`config.mk`:
```
export PLATFORM = sky130hd
export DESIGN_NAME = aes_pixel_packer
export DESIGN_NICKNAME = d
export VERILOG_FILES = /design/src/rtl/aes_img_pkg.sv /design/src/rtl/aes_pad_fill.sv /design/src/rtl/aes_pixel_packer.sv
export SDC_FILE = /design/constraint.sdc
export NUM_CORES = 1
export LEC_CHECK = 0
export CAP_MARGIN = 0
export CORE_MARGIN = 2
export CORE_UTILIZATION = 49
export CTS_CLUSTER_SIZE = 14
export DETAILED_ROUTE_END_ITERATION = 10
export GPL_TIMING_DRIVEN = 0
export HOLD_SLACK_MARGIN = 0.02
export PLACE_DENSITY = 0.72
export SLEW_MARGIN = 10
export SYNTH_ARGS = -nofsm -noshare
export SYNTH_HDL_FRONTEND = slang
export SYNTH_SLANG_ARGS = --single-unit
```
`constraint.sdc`:
```
create_clock -name clk -period 2.5 [get_ports clk]
set_input_delay 0.375 -clock clk [delete_from_list [all_inputs] [get_ports clk]]
set_output_delay 0.375 -clock clk [all_outputs]
set_load 0.02 [all_outputs]
```
`src/rtl/aes_img_pkg.sv`:
```
// Shared definitions for the image-encryption path (pixel packer and CBC encryptor).
package aes_img_pkg;

  localparam int AES_BLK_W = 128;
  localparam int BLK_BYTES = 16;

  // A full PKCS#7 pad block: sixteen bytes of value 16.
  localparam logic [AES_BLK_W-1:0] PKCS7_FULL_PAD = {BLK_BYTES{8'h10}};

  typedef enum logic [1:0] {
    COLLECT  = 2'd0,
    EMIT     = 2'd1,
    PAD_EMIT = 2'd2
  } blk_state_t;

endpackage

```
`src/rtl/aes_pad_fill.sv`:
```
// Fills the unused tail of a partial block: PKCS#7 value bytes when PKCS7_PAD_EN
// is defined, zero bytes otherwise. byte_cnt is the number of valid leading bytes (1..16).
module aes_pad_fill
  import aes_img_pkg::*;
(
  input  logic [AES_BLK_W-1:0] partial,
  input  logic [4:0]           byte_cnt,
  output logic [AES_BLK_W-1:0] filled
);

  logic [7:0] pad_val;

`ifdef PKCS7_PAD_EN
  logic [4:0] pad_len;
  assign pad_len = 5'd16 - byte_cnt;
  assign pad_val = {3'b000, pad_len};
`else
  assign pad_val = 8'h00;
`endif

  generate
    for (genvar gi = 0; gi < BLK_BYTES; gi++) begin : g_lane
      localparam logic [4:0] LANE = 5'(gi);
      assign filled[AES_BLK_W-1-8*gi -: 8] =
        (LANE < byte_cnt) ? partial[AES_BLK_W-1-8*gi -: 8] : pad_val;
    end
  endgenerate

endmodule

```
`src/rtl/aes_pixel_packer.sv`:
```
// Packs a pixel byte stream into 128-bit MSB-first plaintext blocks for the CBC encryptor.
// Optional PKCS#7 padding of the final block is enabled by defining PKCS7_PAD_EN.
module aes_pixel_packer
  import aes_img_pkg::*;
#(
  parameter int CNT_W = 16
) (
  input  logic                 clk,
  input  logic                 rst,
  input  logic [7:0]           in_byte,
  input  logic                 in_valid,
  input  logic                 in_last,
  output logic                 in_ready,
  output logic [AES_BLK_W-1:0] out_block,
  output logic                 out_valid,
  input  logic                 out_ready,
  output logic                 out_last,
  output logic [CNT_W-1:0]     blk_count
);

`ifdef PKCS7_PAD_EN
  localparam bit PAD_EN = 1'b1;
`else
  localparam bit PAD_EN = 1'b0;
`endif

  blk_state_t           state_reg, state_next;
  logic [3:0]           idx_reg;
  logic [AES_BLK_W-1:0] buf_reg;
  logic [AES_BLK_W-1:0] merged;
  logic [AES_BLK_W-1:0] fill_out;
  logic [AES_BLK_W-1:0] out_block_reg;
  logic                 out_valid_reg;
  logic                 out_last_reg;
  logic                 pad_pending_reg;
  logic [CNT_W-1:0]     cnt_reg;
  logic                 in_xfer;
  logic                 out_xfer;
  logic                 close_blk;
  logic                 full_last;

  assign in_xfer   = in_valid && in_ready;
  assign out_xfer  = out_valid_reg && out_ready;
  assign close_blk = in_xfer && ((idx_reg == 4'hF) || in_last);
  assign full_last = in_last && (idx_reg == 4'hF);

  // The incoming byte is merged combinationally so a closing byte lands in this cycle's block.
  generate
    for (genvar gi = 0; gi < BLK_BYTES; gi++) begin : g_merge
      assign merged[AES_BLK_W-1-8*gi -: 8] =
        (idx_reg == 4'(gi)) ? in_byte : buf_reg[AES_BLK_W-1-8*gi -: 8];
    end
  endgenerate

  aes_pad_fill u_pad_fill (
    .partial  (merged),
    .byte_cnt ({1'b0, idx_reg} + 5'd1),
    .filled   (fill_out)
  );

  always_ff @(posedge clk) begin
    if (rst) begin
      state_reg <= COLLECT;
    end else begin
      state_reg <= state_next;
    end
  end

  always_comb begin
    state_next = state_reg;
    in_ready   = 1'b0;
    case (state_reg)
      COLLECT: begin
        in_ready = 1'b1;
        if (in_valid && ((idx_reg == 4'hF) || in_last)) begin
          state_next = EMIT;
        end
      end
      EMIT: begin
        if (out_valid_reg && out_ready) begin
          state_next = pad_pending_reg ? PAD_EMIT : COLLECT;
        end
      end
      PAD_EMIT: begin
        if (out_valid_reg && out_ready) begin
          state_next = COLLECT;
        end
      end
      default: state_next = COLLECT;
    endcase
  end

  always_ff @(posedge clk) begin
    if (rst) begin
      idx_reg         <= 4'd0;
      buf_reg         <= '0;
      out_block_reg   <= '0;
      out_valid_reg   <= 1'b0;
      out_last_reg    <= 1'b0;
      pad_pending_reg <= 1'b0;
      cnt_reg         <= '0;
    end else begin
      if (in_xfer) begin
        buf_reg <= merged;
        idx_reg <= idx_reg + 4'd1;
        if (close_blk) begin
          out_block_reg   <= fill_out;
          out_valid_reg   <= 1'b1;
          // A full closing block hands out_last over to the trailing pad block.
          out_last_reg    <= in_last && !(full_last && PAD_EN);
          pad_pending_reg <= full_last && PAD_EN;
        end
      end
      if (out_xfer) begin
        cnt_reg <= cnt_reg + {{(CNT_W-1){1'b0}}, 1'b1};
        if (pad_pending_reg) begin
          out_block_reg   <= PKCS7_FULL_PAD;
          out_last_reg    <= 1'b1;
          pad_pending_reg <= 1'b0;
        end else begin
          out_valid_reg <= 1'b0;
          out_last_reg  <= 1'b0;
          idx_reg       <= 4'd0;
        end
      end
    end
  end

  assign out_block = out_block_reg;
  assign out_valid = out_valid_reg;
  assign out_last  = out_last_reg;
  assign blk_count = cnt_reg;

endmodule

```
==> impl_results.md, run 1 <==
- CP Buf/Inv Count: 3
- Outcome: finished, final reports clean
- Placed inst area: 13710 sq um
- Fin Clk Skew: 15.17 ps
- Starting density of the core: 0.5002
- Root Buffer: clkbuf_16
- Worst flop-to-flop path startpoint: out_valid
- Critical Path Start: in_byte[6]
- Site Rows: 56
- Worst-margin pin slew: 959.8 ps
- Share of the synthesized area in the top cell type: 0.4641
- Ranking of synthesized cells by area: dfxtp_1 46%, mux2i_1 6.5%, a21oi_1 6.0%
- Worst-path cell chain: clkdlybuf4s50_1 -> clkbuf_1 -> clkbuf_1 -> nand3_1 -> a21oi_1
- Layout cells sized above 1: 0.1227
- Clk slew on worst S/H paths: 60 ps
- Grt total ovfl: 0
- N_diodes: 0
- Met2 usage: 0.4848
- # DRC: 0
- Initial antenna violation count: 0
- Warnings from Yosys: 0
- Total Wirelength: 39060 microns
- Syn Area/Cell: 8.901 sq um
- Count leader, synth: dfxtp_1
- Pre-CTS setup slack: -411.7 ps
- Max FFs per register: 128
- P&R area growth vs syn: 24.54%
- Placed Cells: 1795
- Crit. End Element: flip-flop
- Area leader, netlist: dfxtp_1
- CP delay by family, top: buffers and inverters
- Critical path fanouts, max: 10
- Achievable Freq: 0.4116 GHz
- Sequential share of the synthesized area: 0.4641
- RSZ-0062 raised after global routing: no
- Critical path class: input pin to flip-flop
- Placer Congestion: 0.9790
- HP Class: input pin to flip-flop
- Fin crit share: 0.9717
- Fin crit period: 2429 ps
- DRT Pass-1 Iters: 5
- Startpoint types: input pin
- Clk Latency, worst-skew pair: 570 ps
- Setup ws final: 70.67 ps
- Via count: 10810
- Post-synth top cells: 273 x dfxtp_1, 163 x nand2_1, 142 x a21oi_1, 136 x nor2_1, 77 x o21ai_0
- Worst EP arrival: 2920 ps
- Post-route insts no fill: 1843
- Post-synth ARST share: 0
- DR vias/cell: 5.864
- H-tree level count: 1
- Final Hold Fails: 0
- Clk buf depth: 3
- Slowest CP cell: clkdlybuf4s50_1
- Nets: 1527
- CTS Buf Count: 29
- Yosys cell types: 67
- Pin count of the biggest net entering global routing: 16
- Port Buffers: 153
- Fillers: 2131
- Post-synthesis sequential element count: 273
- Power per Cell Area: 642.2 nW/um^2
- Post-synth net total: 1341
- Required @ worst endpoint: 2990 ps
- I/O pin cnt: 160
- Maximum vdd drop: 449.6 uV
- Vias in the first global route: 10540
- Core area: 23540 sq um
- CTS tree: yes
- Global-route wire length before repair: 60270 microns
- Leak: 5.317 nW
- Mapped Cells: 1323
- Max-Cap Viols: 0
- Top Usage Layer GRT: met2
- Antenna Nets Post-Route: 0
- CP most frequent cell: clkbuf_1
- Grt met1 use: 0.3963
- Drt first-iter violations: 844
- Ys flop type: dfxtp_1
- Design Area, Final: 14670 sq um
- Endpoints failing setup: 0
- Hold_sp: in_byte[4]
- Detailed placement HPWL: 27070 microns
- Synth Cell Area: 11780 sq um
- GR Util All Layers: 0.2990
- Clock sink count: 273
- Count of pins over their slew limit: 0
- Die Wd: 159.0 microns
- Die ar.: 25290 sq um
- Drt wl/cell: 21.19 microns
- CP max stage delay: 880 ps
- DIE HEIGHT: 159.0 microns
- Met3 GRT Util: 0.05679
- Post-synth EDFFs: 0
- Slew margin rel.: 0.3601
final timing paths:
path | endpoint | slack (ps) | cells after the start
worst max-delay path | buf_reg[110] | 70 | 5
worst max register to register | out_block[32] | 110 | 7
worst min-delay path | buf_reg[60] | 270 | 3
worst min register to register | buf_reg[114] | 450 | 2
cells by family after synthesis:
kind of cell / Yosys count / synth area share
AOI/OAI and AO/OA: 364 / 0.1971
xor gates and xnor gates: 14 / 0.01041
adders and majority gates: 7 / 0.007012
buffers and inverters: 130 / 0.05482
DFF: 273 / 0.4641
muxes: 119 / 0.1057
and+or+nand+nor: 416 / 0.1609
per-layer routing:
metal | vias up | routed length [microns]
met2 | 440 | 17610
met3 | 101 | 3064
met1 | 5227 | 16950
met5 | - | 0
met4 | 0 | 1426
li1 | 5039 | -
cell usage in the layout, fill, tap and decap left out, types with 8 or more instances in the layout:
cell,Yosys,final
buf_4,10,15
xnor2_1,11,11
o2bb2ai_1,28,28
o21ai_0,77,77
nand3_1,32,32
clkbuf_16,0,29
nor2_1,136,135
or3_1,15,15
nor3_1,13,13
buf_6,8,8
mux2i_1,76,76
dfxtp_1,273,272
mux2_2,42,42
a22oi_1,14,14
inv_1,9,9
clkbuf_1,52,55
nand2_1,163,163
a21oi_1,142,141
a211oi_1,32,32
clkbuf_8,0,8
a2bb2oi_1,28,28
buf_2,43,41
clkdlybuf4s50_1,0,153
cell type report:
class                      count  area, sq um  share of cell area
clock inverter                 4        43.79            0.002986
multi-input combinational    920         5700              0.3887
tap                          319        399.1             0.02721
clock buffer                  42        854.6             0.05827
inverter                      11        41.29            0.002815
buffer                       118        606.8             0.04138
sequential                   273         5466              0.3727
timing repair buffer         156         1554              0.1060
timing repair:
action,in CTS,in global routing
pin swaps,1,0
setup buffers,2,1
hold buffers,0,0
setup endpoints to repair,33,88
resized for setup,5,11
power by group:
part	internal [mW]	switching, mW
clock network	2.35	1.77
registers	4.43	0.0441
logic	0.245	0.577
per-stage QoR:
| stage | TNS, ps | util | hold slack, ps | power, mW |
|---|---|---|---|---|
| 2_1_floorplan | 0 | - | 432.9 | 5.055 |
| 3_3_place_gp | -26900 | 0.5822 | 440.1 | 5.346 |
| 3_5_place_dp | -31080 | 0.5822 | 445.7 | 5.358 |
| 4_1_cts | 0 | 0.6221 | 252.0 | 9.415 |
| 5_1_grt | 0 | 0.6230 | 277.6 | 9.671 |
| 6_report | 0 | 0.6230 | 268.3 | 9.419 |
worst register-to-register path, cell delays in order, from the launching register on:
cell and delay, ps:
dfxtp_1 390, and2_1 140, buf_2 200, nand2_1 170
nand2_1 350, buf_2 410, buf_1 500, nor2_1 110
Note: power is estimated with default switching activity, not from simulation.
==> run 2, diff against run 1 <==
--- a/config.mk
+++ b/config.mk
@@ -8,6 +8,7 @@
 export CAP_MARGIN = 0
 export CORE_MARGIN = 2
 export CORE_UTILIZATION = 49
+export CTS_CLUSTER_DIAMETER = 150
 export CTS_CLUSTER_SIZE = 14
 export DETAILED_ROUTE_END_ITERATION = 10
 export GPL_TIMING_DRIVEN = 0
==> impl_results.md, run 2 (synthesis gave the netlist of run 1 again) <==
- Outcome: finished, final reports clean
- Achievable Freq: 0.4024 GHz
- CP most frequent cell: clkbuf_1
- # DRC: 0
- Power per Cell Area: 592.1 nW/um^2
- Worst-path cell chain: clkdlybuf4s50_1 -> clkbuf_1 -> clkbuf_1 -> nand2_1 -> a21oi_1
- Placer Congestion: 0.9790
- Antenna Nets Post-Route: 0
- Placed inst area: 13710 sq um
- Critical Path Start: in_byte[6]
- Fin crit share: 0.9940
- Pin count of the biggest net entering global routing: 15
- Worst-margin pin slew: 954.0 ps
- Fin Clk Skew: 20.81 ps
- Worst R2R Path Depth: 8
- Max-Cap Viols: 0
- N_diodes: 0
- Maximum vdd drop: 499.0 uV
- Design Area, Final: 14360 sq um
- Count of pins over their slew limit: 0
- Die ar.: 25290 sq um
- Most frequent cells in the layout: 272 x dfxtp_1, 163 x nand2_1, 153 x clkdlybuf4s50_1
- Crit. End Element: flip-flop
- H-tree level count: 1
- Reg-to-reg slack, setup: 130 ps
- Setup ws final: 14.88 ps
- HP Class: input pin to flip-flop
- Core area: 23540 sq um
- Worst EP arrival: 2940 ps
- Root Buffer: clkbuf_16
- Layout cells sized above 1: 0.1144
- Detailed placement HPWL: 27070 microns
- Site Rows: 56
- Met2 WL: 17560 microns
- I/O pin cnt: 160
- Total power: 8.502 mW
- Clk buf depth: 3
- Final core occ: 0.6099
- Slew margin rel.: 0.3640
- CP max stage delay: 860 ps
- Total Wirelength: 38630 microns
- Drt wl/cell: 21.20 microns
- Required @ worst endpoint: 2950 ps
- Max FFs per register: 128
- Port Buffers: 153
- Vias in the first global route: 10370
- Initial antenna violation count: 1
- Endpoints failing setup: 0
- DR top layer: met5
- P&R area growth vs syn: 21.92%
- DR vias/cell: 5.894
- Via count: 10740
- Final Hold Fails: 0
- Fin crit period: 2485 ps
- Pre-CTS setup slack: -411.7 ps
- CP Capture Point: buf_reg[30]
- Clock sink count: 273
- DRT Pass-1 Iters: 5
- Critical path class: input pin to flip-flop
- Leak: 5.170 nW
- Critical path fanouts, max: 10
- Reg2Reg Capture Point: out_block[76]
- Metal1 wirelength: 16600 microns
- Global-route wire length before repair: 59580 microns
- GR Util All Layers: 0.2967
- DIE HEIGHT: 159.0 microns
- Fillers: 2151
- Clk slew on worst S/H paths: 70 ps
- Slowest CP cell: clkdlybuf4s50_1
- Die Wd: 159.0 microns
- CTS tree: yes
- WHS: 297.7 ps
- Met3 Wirelength: 3109 microns
- CTS Buf Count: 23
- Starting density of the core: 0.5002
- Startpoint types: input pin
- Drt first-iter violations: 757
- Nets: 1521
- Clk Latency, worst-skew pair: 540 ps
- Commonest non-fill, non-tap cell in the layout: dfxtp_1
- RSZ-0062 raised after global routing: no
- Grt total ovfl: 0
- Worst flop-to-flop path startpoint: idx_reg[0]
-- run 2: cell types whose count changed in the layout (fill, tap and decap cells not counted), sizes merged --
cell	delta
buf	-2
clkinv	-1
clkbuf	-17
clkinvlp	-1
-- run 2: worst min path at each step --
stage	startpoint	to	slack (ps)	cells past startpoint
floorplan	buf_reg[45]	buf_reg[45]	430	2
global placement	buf_reg[47]	buf_reg[47]	440	2
detailed placement	out_block[13]	out_block[13]	450	1
CTS	in_byte[4]	buf_reg[60]	280	3
global route	in_byte[4]	buf_reg[60]	300	3
finish	in_byte[4]	buf_reg[60]	300	3
-- run 2: through the flow --
stage	std cells	setup TNS, ps
detailed placement	1795	-31080
global route	1822	0
CTS	1822	0
global placement	1795	-26900
finish	1822	0
floorplan	1323	0
-- run 2: layer usage --
| metal | vias to the layer above | global-route usage |
|---|---|---|
| li1 | 5017 | - |
| met1 | 5194 | 0.3979 |
| met2 | 424 | 0.4840 |
| met5 | - | 0 |
| met4 | 2 | 0.1008 |
| met3 | 101 | 0.05340 |
-- run 2: worst max-delay path: cells and delay by family --
family,cells,cell delay (ps)
buffers and inverters,3,2260
AOI/OAI and AO/OA,1,180
and+or+nand+nor,1,100
-- run 2: what timing repair did --
action                     4_1_cts  5_1_grt
pin swaps                        1        0
setup buffers                    2        1
setup endpoints to repair       41      102
gates resized for setup          5       10
hold buffers                     0        0
cloned                           0        0
-- run 2: final cells by class --
cell class,count,area (sq um),share of cell area
Tap cell,319,399.1,0.02780
Multi-Input combinational cell,920,5695,0.3967
Clock buffer,23,575.6,0.04009
Sequential cell,273,5466,0.3807
Clock inverter,2,17.52,0.001220
Buffer,118,608.1,0.04235
Inverter,11,41.29,0.002876
Timing Repair Buffer,156,1554,0.1082
-- run 2: power breakdown --
part           internal, mW  switching (mW)
clock network          1.64            1.58
registers              4.42          0.0439
logic                 0.243           0.575
total                  6.30            2.20
==> run 3, diff against run 2 <==
--- a/config.mk
+++ b/config.mk
@@ -7,13 +7,12 @@
 export LEC_CHECK = 0
 export CAP_MARGIN = 0
 export CORE_MARGIN = 2
-export CORE_UTILIZATION = 49
+export CORE_UTILIZATION = 40
 export CTS_CLUSTER_DIAMETER = 150
 export CTS_CLUSTER_SIZE = 14
 export DETAILED_ROUTE_END_ITERATION = 10
 export GPL_TIMING_DRIVEN = 0
 export HOLD_SLACK_MARGIN = 0.02
-export PLACE_DENSITY = 0.72
 export SLEW_MARGIN = 10
 export SYNTH_ARGS = -nofsm -noshare
 export SYNTH_HDL_FRONTEND = slang
==> constraint.sdc (replaced) <==
create_clock -name clk -period 3.05 [get_ports clk]
set_input_delay 0.4575 -clock clk [delete_from_list [all_inputs] [get_ports clk]]
set_output_delay 0.4575 -clock clk [all_outputs]
set_load 0.02 [all_outputs]
==> impl_results.md, run 3 (synthesis gave the netlist of run 1 again) <==
- Outcome: finished, final reports clean
- Total Wirelength: 39990 microns
- Die Wd: 175.6 microns
- Port Buffers: 153
- Leak: 5.143 nW
- Count of pins over their slew limit: 0
- RSZ-0062 raised after global routing: no
- Root Buffer: clkbuf_16
- Area of the multi-input gates: 5665 sq um
- Core area: 28860 sq um
- Setup bufs post-CTS: 0
- Nets: 1519
- Post-route insts no fill: 1884
- Fin Clk Skew: 12.82 ps
- Crit. End Element: flip-flop
- Required @ worst endpoint: 3510 ps
- HP Class: input pin to flip-flop
- DRT Pass-1 Iters: 7
- Slew margin rel.: 0.3208
- Achievable Freq: 0.3714 GHz
- Placer Congestion: 0.9637
- Total power: 6.974 mW
- Grt total ovfl: 0
- # DRC: 0
- Placed Cells: 1860
- Maximum vdd drop: 290.3 uV
- Clk buf depth: 3
- Setup ws final: 357.6 ps
- Max-Cap Viols: 0
- Starting density of the core: 0.4081
- CTS tree: yes
- Power per Cell Area: 485.2 nW/um^2
- N_diodes: 0
- Fillers: 2775
- Number of hold buffers added after CTS: 0
- Commonest non-fill, non-tap cell in the layout: dfxtp_1
- Clock sink count: 273
- Fin crit period: 2692 ps
- DR vias/cell: 5.590
- Site Rows: 62
- Global-route wire length before repair: 60590 microns
- Endpoints failing setup: 0
- Via count: 10530
- Fin crit share: 0.8828
- Die ar.: 30830 sq um
- Detailed placement HPWL: 28400 microns
- Antenna Nets Post-Route: 0
- P&R area growth vs syn: 22.05%
- Pin count of the biggest net entering global routing: 15
- Drt wl/cell: 21.22 microns
- CTS Buf Count: 23
- Placed inst area: 13790 sq um
- Initial antenna violation count: 2
- Critical path fanouts, max: 10
- Design Area, Final: 14370 sq um
- H-tree level count: 1
- Post-cts resize count: 0
- Layout cells sized above 1: 0.1053
- Worst EP arrival: 3150 ps
- Vias in the first global route: 10050
- DIE HEIGHT: 175.6 microns
- Critical path class: flip-flop to flip-flop
- Most frequent cells in the layout: 273 x dfxtp_1, 163 x nand2_1, 153 x clkdlybuf4s50_1
- FF/Latch Area: 5465 sq um
- Final Hold Fails: 0
- Max FFs per register: 128
- WHS: 374.8 ps
- Clk slew on worst S/H paths: 70 ps
- I/O pin cnt: 160
- GR Util All Layers: 0.2536
- Drt first-iter violations: 910
- Worst-margin pin slew: 1019 ps
- Clk Latency, worst-skew pair: 520 ps
- Startpoint types: flip-flop
- Pre-CTS setup slack: -17.01 ps
-- run 3: where the power goes --
group | internal [mW] | switching [mW] | total [mW]
combinational | 0.196 | 0.475 | 0.672
clock | 1.34 | 1.30 | 2.64
sequential | 3.63 | 0.0365 | 3.66
total | 5.16 | 1.82 | 6.97
-- run 3: critical path, cell delays in order, from the launching register on --
cell and delay [ps]:
dfxtp_1 410, buf_2 270, inv_1 110, ha_1 360, buf_2 260, a21o_1 150
o21ai_0 70, a21oi_1 650, a32oi_1 210, nor2_1 140
-- run 3: final timing paths --
| check | startpoint | to | slack, ps | cells past startpoint |
|---|---|---|---|---|
| worst max-delay path | idx_reg[0] | out_block[86] | 360 | 9 |
| worst min-delay path | in_byte[4] | buf_reg[60] | 370 | 3 |
| worst max register to register | idx_reg[0] | out_block[86] | 360 | 9 |
| worst min register to register | out_block[49] | out_block[49] | 450 | 2 |
-- run 3: area by class of cell --
class,count,share of cell area
multi-input cells,920,0.3942
flip-flops and latches,273,0.3803
repair buffers,153,0.1066
plain buffers,119,0.04205
clock buffers,23,0.04005
well taps,384,0.03343
inverters,11,0.002873
clock inverters,1,0.0006094
-- run 3: per-stage QoR --
stage / utilization / TNS (ps)
final: 0.4980 / 0
after global routing: 0.4980 / 0
after CTS: 0.4980 / 0
after detailed placement: 0.4778 / -60.37
after global placement: 0.4778 / 0
after floorplan: - / 0
-- run 3: layer usage --
metal  share of wire  routed length (microns)  track usage  vias up
li1                -                        -            -     5008
met1            0.48                    19030       0.3633     5093
met2            0.44                    17560       0.3999      359
met3           0.058                     2309      0.03745       70
met4           0.027                     1079      0.06612        2
met5         0.00028                       11            0        -
